$ cat src/rtl/spi_master_cfg.sv
// Parametrised SPI master: WIDTH-bit MSB-first transfers, per-request CPOL/CPHA, NUM_CS active-low selects.
// Latency: CS at T+1, edge k at T+1+k*DIV, response at T+1+(2*WIDTH+1)*DIV after acceptance at T.
// Backpressure: the response word is held with ENA high until RDY; no new request is taken meanwhile.
module spi_master_cfg #(
  parameter int WIDTH  = 26,
  parameter int DIV    = 4,
  parameter int NUM_CS = 1,
  localparam int CSW   = (NUM_CS > 1) ? $clog2(NUM_CS) : 1
) (
  input  logic              CLK,
  input  logic              nRST,
  input  logic              request_enq__ENA,
  output logic              request_enq__RDY,
  input  logic [WIDTH-1:0]  request_enq_data,
  input  logic [CSW-1:0]    request_enq_cs,
  input  logic              request_enq_cpol,
  input  logic              request_enq_cpha,
  output logic              response_enq__ENA,
  input  logic              response_enq__RDY,
  output logic [WIDTH-1:0]  response_enq_data,
  output logic              spi_sclk,
  output logic              spi_mosi,
  input  logic              spi_miso,
  output logic [NUM_CS-1:0] spi_cs_n
);

  localparam int DCW = $clog2(DIV + 1);
  localparam int ECW = $clog2(2 * WIDTH + 1);
  localparam logic [DCW-1:0] DIV_LAST  = DCW'(DIV - 1);
  localparam logic [ECW-1:0] EDGE_LAST = ECW'(2 * WIDTH - 1);

  typedef enum logic [2:0] {S_IDLE, S_SETUP, S_SHIFT, S_HOLD, S_RESP} state_t;

  state_t             state_q, state_d;
  logic [DCW-1:0]     div_q, div_d;
  logic [ECW-1:0]     edge_q, edge_d;
  logic [WIDTH-1:0]   tx_q, tx_d;
  logic [WIDTH-1:0]   rx_q, rx_d;
  logic               mosi_q, mosi_d;
  logic               sclk_q, sclk_d;
  logic               cpha_q, cpha_d;
  logic [NUM_CS-1:0]  cs_n_q, cs_n_d;

  logic half_done;
  logic sample_edge;
  logic last_edge;

  // Next-state logic: sequencing, SCLK generation, MOSI shift and MISO capture.
  always_comb begin
    state_d = state_q;
    div_d   = div_q;
    edge_d  = edge_q;
    tx_d    = tx_q;
    rx_d    = rx_q;
    mosi_d  = mosi_q;
    sclk_d  = sclk_q;
    cpha_d  = cpha_q;
    cs_n_d  = cs_n_q;

    half_done = (div_q == DIV_LAST);
    // edge_q counts edges already made, so the edge about to happen is leading when edge_q is even.
    sample_edge = (~edge_q[0]) ^ cpha_q;
    last_edge   = (edge_q == EDGE_LAST);

    case (state_q)
      S_IDLE: begin
        if (request_enq__ENA && request_enq__RDY) begin
          state_d = S_SETUP;
          div_d   = '0;
          edge_d  = '0;
          rx_d    = '0;
          sclk_d  = request_enq_cpol;
          cpha_d  = request_enq_cpha;
          if (!request_enq_cpha) begin
            // MSB must be on the wire before the first (sampling) leading edge.
            mosi_d = request_enq_data[WIDTH-1];
            tx_d   = request_enq_data << 1;
          end else begin
            mosi_d = 1'b0;
            tx_d   = request_enq_data;
          end
          // An out-of-range index matches no line, so the transfer runs unselected.
          for (int i = 0; i < NUM_CS; i++) begin
            cs_n_d[i] = (request_enq_cs != CSW'(i));
          end
        end
      end
      S_SETUP, S_SHIFT: begin
        div_d = half_done ? '0 : div_q + DCW'(1);
        if (half_done) begin
          sclk_d = ~sclk_q;
          edge_d = edge_q + ECW'(1);
          if (sample_edge) begin
            rx_d = (rx_q << 1) | WIDTH'(spi_miso);
          end else if (!last_edge) begin
            mosi_d = tx_q[WIDTH-1];
            tx_d   = tx_q << 1;
          end
          state_d = last_edge ? S_HOLD : S_SHIFT;
        end
      end
      S_HOLD: begin
        div_d = half_done ? '0 : div_q + DCW'(1);
        if (half_done) begin
          state_d = S_RESP;
          cs_n_d  = '1;
        end
      end
      S_RESP: begin
        if (response_enq__RDY) begin
          state_d = S_IDLE;
        end
      end
      default: begin
        state_d = S_IDLE;
        cs_n_d  = '1;
      end
    endcase
  end

  // State registers with synchronous active-high reset; reset aborts any transfer in flight.
  always_ff @(posedge CLK) begin
    if (nRST) begin
      state_q <= S_IDLE;
      div_q   <= '0;
      edge_q  <= '0;
      tx_q    <= '0;
      rx_q    <= '0;
      mosi_q  <= 1'b0;
      sclk_q  <= 1'b0;
      cpha_q  <= 1'b0;
      cs_n_q  <= '1;
    end else begin
      state_q <= state_d;
      div_q   <= div_d;
      edge_q  <= edge_d;
      tx_q    <= tx_d;
      rx_q    <= rx_d;
      mosi_q  <= mosi_d;
      sclk_q  <= sclk_d;
      cpha_q  <= cpha_d;
      cs_n_q  <= cs_n_d;
    end
  end

  assign request_enq__RDY  = (state_q == S_IDLE) && !nRST;
  assign response_enq__ENA = (state_q == S_RESP);
  assign response_enq_data = rx_q;
  assign spi_sclk          = sclk_q;
  assign spi_mosi          = mosi_q;
  assign spi_cs_n          = cs_n_q;

endmodule

$ cat config.mk
export PLATFORM = sky130hd
export DESIGN_NAME = spi_master_cfg
export DESIGN_NICKNAME = d
export VERILOG_FILES = /design/src/rtl/spi_master_cfg.sv
export SDC_FILE = /design/constraint.sdc
export NUM_CORES = 1
export LEC_CHECK = 0
export CORE_AREA = 2 2 89 91
export CTS_CLUSTER_DIAMETER = 80
export DETAILED_ROUTE_END_ITERATION = 16
export DIE_AREA = 0 0 91 93
export GPL_ROUTABILITY_DRIVEN = 0
export PLACE_DENSITY = 0.75
export SYNTH_ARGS = -nofsm -noshare
export SYNTH_HDL_FRONTEND = slang
export SYNTH_SLANG_ARGS = --single-unit
$ cat constraint.sdc
create_clock -name CLK -period 1.6 [get_ports CLK]
set_clock_uncertainty 0.05 [all_clocks]
set_input_delay 0.32 -clock CLK [delete_from_list [all_inputs] [get_ports CLK]]
set_output_delay 0.32 -clock CLK [all_outputs]
set_load 0.01 [all_outputs]
# [Yosys cells after proc, flatten, opt, wreduce, memory -nomap -nowiden]
# Cells that the tools add are included.
[totals] reg_bits=68 input_bits=34
[op_classes] bitwise=5 reduce_logical=16 n_eq_ne=13 mux=34 addsub=2
[op_table] op="26-bit 2-to-1 mux" count=8
[op_table] op="26-bit case mux with 2 select lines" count=2
[op_table] op="26-bit by 1-bit bitwise OR with 26-bit output" count=1
[op_table] op="3-bit 2-to-1 mux" count=6
[op_table] op="6-bit 2-to-1 mux" count=2
[op_table] op="2-bit inequality test (second input constant)" count=6
[op_table] op="3-bit case mux with 4 select lines" count=1
[op_table] op="6-bit case mux with 2 select lines" count=1
[op_table] op="1-bit 2-to-1 mux" count=10
[op_table] op="3-bit by 2-bit equality test with 1-bit output (second input constant)" count=3
[op_table] op="4-bit AND reduction" count=2
[op_table] op="6-bit by 1-bit adder with 6-bit output (second input constant)" count=1
[op_table] op="6-bit equality test (second input constant)" count=1
[op_table] op="3-bit case mux with 2 select lines" count=1
[op_table] op="3-bit AND reduction" count=2
[op_table] op="3-bit OR reduction" count=2
[op_table] op="5-bit AND reduction" count=1
[op_table] op="1-bit case mux with 2 select lines" count=2
[op_table] op="2-bit AND reduction" count=2
[op_table] op="2-bit nonzero test" count=2
[op_table] op="3-bit by 1-bit adder with 3-bit output (second input constant)" count=1
[op_table] op="3-bit by 1-bit equality test with 1-bit output (second input constant)" count=1
[op_table] op="3-bit equality test (second input constant)" count=1
[op_table] op="3-bit logical NOT" count=1
[op_table] op="other kinds (7)" count=10

# [Logic depth before layout (Yosys ltp)]
[logic_depth] depth_word=5 mapped_depth=7

# [Least setup slack after synthesis]
# Ideal clock, no wire load.
[synth_timing] kind="reg2reg" from="register div_q[0]" to="register rx_q[10] (netlist: response_enq_data[10])" path_buffers=2 t_arrival_ns=1.645 slack_ns=-0.166 stages_incl_launch_ff=8 period_less_slack_ns=1.766 path_cell_list="dfxtp_1 > ha_1 > nor2b_1 > and4_1 > buf_2 > buf_2 > nand2_1 > a21oi_1"
[synth_between] elab_chain_cells=3
[synth_rtl] item="start, declared" line_no="35" source="logic [DCW-1:0] div_q, div_d;"
[synth_rtl] item="start signal, assigned" line_no="135" source="div_q <= div_d;"
[synth_rtl] item="3-bit by 2-bit equality test with 1-bit output" line_no="60" source="half_done = (div_q == DIV_LAST);"
[synth_rtl] item="2-bit inequality test (no line)"
[synth_rtl] item="4-bit AND reduction (no line)"
[synth_rtl] item="end signal, assigned" line_no="138" source="rx_q <= rx_d;"
[synth_rtl] item="end, declared" line_no="38" source="logic [WIDTH-1:0] rx_q, rx_d;"
# No other way between the ends.
# A chain may end at the register's enable or synchronous reset.

# [Final worst setup path]
[layout_timing] from="register state_q[1]" to="register rx_q[12] (netlist: response_enq_data[12])"
[layout_between] elab_chain_cells=5 word_cells_on_any_way=12
[layout_rtl] item="start, declared" line_no="34" source="state_t state_q, state_d;"
[layout_rtl] item="start signal, assigned" line_no="134" source="state_q <= state_d;"
[layout_rtl] item="3-bit logical NOT" line_no="65, 146"
[layout_rtl] item="1-bit logical AND" line_no="146" source="assign request_enq__RDY = (state_q == S_IDLE) && !nRST;"
[layout_rtl] item="1-bit logical AND" line_no="67" source="if (request_enq__ENA && request_enq__RDY) begin"
[layout_rtl] item="2-bit inequality test (no line)"
[layout_rtl] item="4-bit AND reduction (no line)"
# Several ways; a longest one is shown, not always the timed one.

==> metrics.md <==
| Metric | Value |
|---|---|
| Area contributors post-synth | `dfxtp_1, mux2i_1, o21ai_0` |
| CTS max path bufs | `2` |
| Vias in the first global route | `3189` |
| Most frequent cells after synthesis | `dfxtp_1, nand2_1, o21ai_0` |
| Worst Hold Class | `reg2reg` |
| Largest net degree at the start of global routing | `33` |
| Sequential fraction of the synthesis area | `39.4%` |
| Syn Inst Count | `404` |
| Clock power share | `39.2%` |
| H-tree Lvls | `3` |
| Max incr delay on CP | `350 ps` |
| Post-synthesis cell type count | `47` |
| RSZ-0062 raised after global routing | `true` |
| Worst path cell trace | `buf_12, xnor2_4, buf_8, a211oi_4, bufbuf_16, o21ai_0, a21oi_2` |
| CP endpoint kind | `flop` |
| Worst Setup Start Kind | `flop` |
| N_diodes | `0` |
| # fillers | `608` |
| Antenna viol nets, final | `0` |
| Grt ovf | `0` |
| Worst setup margin | `-162 ps` |
| #FFs+latches synth | `68` |
| Sw power | `0.00114 W` |
| Mapped Area | `3450 um2` |
| Most common cell in the netlist | `dfxtp_1` |
| Mean Syn Cell Area | `8.55 um2` |
| Initial Util | `45.9%` |
| TritonCTS clock tree | `done` |
| Slew @ Worst Pin | `399 ps` |
| Share of cells above drive strength 1 | `24.8%` |
| Die Height | `93 um` |
| Relative slew slack | `73.3%` |
| Vias per cell | `5.74` |
| Rows | `32` |
| Final HPWL DP | `5.98 mm` |
| Crit share post-route | `110%` |
| Setup CP Type | `reg2reg` |
| Port bufs | `64` |
| Vias | `3524` |
| Fin. max-slew vios | `0` |
| Layout Nets | `543` |
| Setup TNS | `-4210 ps` |
| Slowest CP cell | `dfxtp_2` |
| Number of DRC markers in iteration 0 | `172` |
| Ys async rst share | `0%` |
| CP Data Required Time | `1850 ps` |
| Drt total wl | `10.0 mm` |
| Flop pwr share | `43.0%` |
| First-pass GRT wire length | `14.8 mm` |
| Max FO, Critical Path | `13` |
| Final hold vios | `0` |
| Yosys warns | `0` |
| WL/cell | `16.3 um` |
| Total GRT Usage | `21.6%` |
| Power, Total | `0.00421 W` |
| Worst-skew pair later-pin latency | `360 ps` |
| Syn-to-layout area delta | `48.8%` |
| Most used DFF post-synth | `dfxtp_1` |
| Residual DRC count | `0` |
| Die Area | `8460 um2` |
| Setup violators final | `57` |
| Cell taking the most area after synthesis | `dfxtp_1` |
| Crit path arrival time | `2010 ps` |
| Initial antenna violation count | `0` |
| Minimum clock period | `1760 ps` |
| Power Dens Cells | `820 nW/um2` |
| Max frequency | `568 MHz` |
| Synthesized net count | `440` |
| MaxCap Viol Count | `0` |
| CTS Sinks | `68` |
| Clock transition at path regs | `90 ps` |
| Post-synth EDFFs | `0` |
| Hold_buf cts | `0` |
| Pint | `0.00307 W` |
| Max VDD drop | `0.474 mV` |
| CTS Buf Count | `9` |
| Failing checks | `setup timing` |
| Synth top area share | `39.4%` |
| Die X-Extent | `91 um` |
| Outcome | `finished, violations left` |
| Leakage | `2.15 nW` |
| Switching power share of the total | `27.1%` |
| Core area | `7530 um2` |
| Root Driver | `clkbuf_8` |
| Num ports | `65` |
| DR pass1 iterations | `4` |
| Logic pwr share | `17.7%` |
placed cells by master, fill, tap and decap left out, types with 3 or more instances in the layout:
master,Yosys,routed
a31oi_1,3,3
o21ai_0,55,49
clkdlybuf4s50_1,0,31
mux2i_1,53,52
nor2_1,7,6
nor3_1,7,4
a21oi_1,34,26
nor2b_4,0,3
inv_1,4,4
clkbuf_8,0,9
dfxtp_2,0,5
o211ai_1,25,25
or3_1,3,3
a21oi_2,0,8
buf_4,2,47
nand2_1,55,55
buf_12,0,9
o21ai_1,4,9
dlygate4sd2_1,0,30
nand3_1,5,5
dfxtp_1,68,62
and3_1,3,3
inv_6,0,3
buf_6,4,5
registers in the layout, indices dropped and copies added (netlist names):
name / flops
edge_q: 6
state_q: 3
response_enq_data: 26
tx_q: 26
spi_mosi: 1
spi_sclk: 1
spi_cs_n: 1
div_q: 3
cpha_q: 1
what timing repair did:
item / 4_1_cts / 5_1_grt
setup buffers: 5 / 4
endpoints found under the setup margin: 91 / 63
pin swaps: 4 / 8
gates cloned: 2 / 2
gates resized for setup: 64 / 39
worst paths after layout:
kind | cells after the start | start | slack, ps | to
max | 7 | state_q[1] | -160 | response_enq_data[12]
min | 2 | response_enq_data[23] | 410 | response_enq_data[24]
max reg2reg | 7 | state_q[1] | -160 | response_enq_data[12]
min reg2reg | 2 | response_enq_data[23] | 410 | response_enq_data[24]
routing by layer:
layer  vias up  wire [um]  global-route usage [%]
li1       1673          -                       -
met1      1709       4100                    26.9
met2       116       5180                    36.7
met3        26        476                    4.03
met4         0        244                    9.34
met5         -          0                       0
power groups by stage:
stage / logic (W) / registers (W) / clock network (W)
floorplan: 0.000382 / 0.00184 / 0
global placement: 0.000628 / 0.00185 / 0
detailed placement: 0.000643 / 0.00185 / 0
CTS: 0.000694 / 0.00181 / 0.00166
global route: 0.000806 / 0.00182 / 0.00174
finish: 0.000748 / 0.00181 / 0.00165
critical path: cells and delay by family, from the launching register on:
kind	cells	cell delay [ps]
DFF	1	350
AOI/OAI and AO/OA	3	520
xor gates and xnor gates	1	150
buffers and inverters	3	620
through the flow:
| stage | area [um2] | cells | util (%) | worst slack [ps] | hold WS, ps |
|---|---|---|---|---|---|
| after global routing | 5140 | 614 | 68.3 | -212 | 438 |
| final | 5140 | 614 | 68.3 | -162 | 410 |
| after CTS | 4920 | 608 | 65.3 | -71.7 | 414 |
| after floorplan | 3500 | 404 | - | -34.6 | 384 |
| after global placement | 4550 | 585 | 60.4 | -442 | 396 |
| after detailed placement | 4550 | 585 | 60.4 | -500 | 405 |
final cells by class:
class                   count  area [um2]  area share, %
multi-input cells         294        2110           41.0
flip-flops and latches     68        1370           26.7
repair buffers            129        1280           25.0
well taps                 102         128           2.48
clock buffers               9         124           2.41
clock inverters             7         105           2.05
inverters                   5        18.8          0.365
cells by family after synthesis:
kind of cell             Yosys count  synth area share, %
multiplexers                      53                 15.4
AND/OR/NAND/NOR                   98                 13.5
flip-flops                        68                 39.4
buffers and inverters             42                 5.87
adder cells (fa/ha/maj)            2                0.725
AO/OA/AOI/OAI                    137                 23.6
XOR/XNOR                           4                 1.56
(Power assumes the default switching activity.)
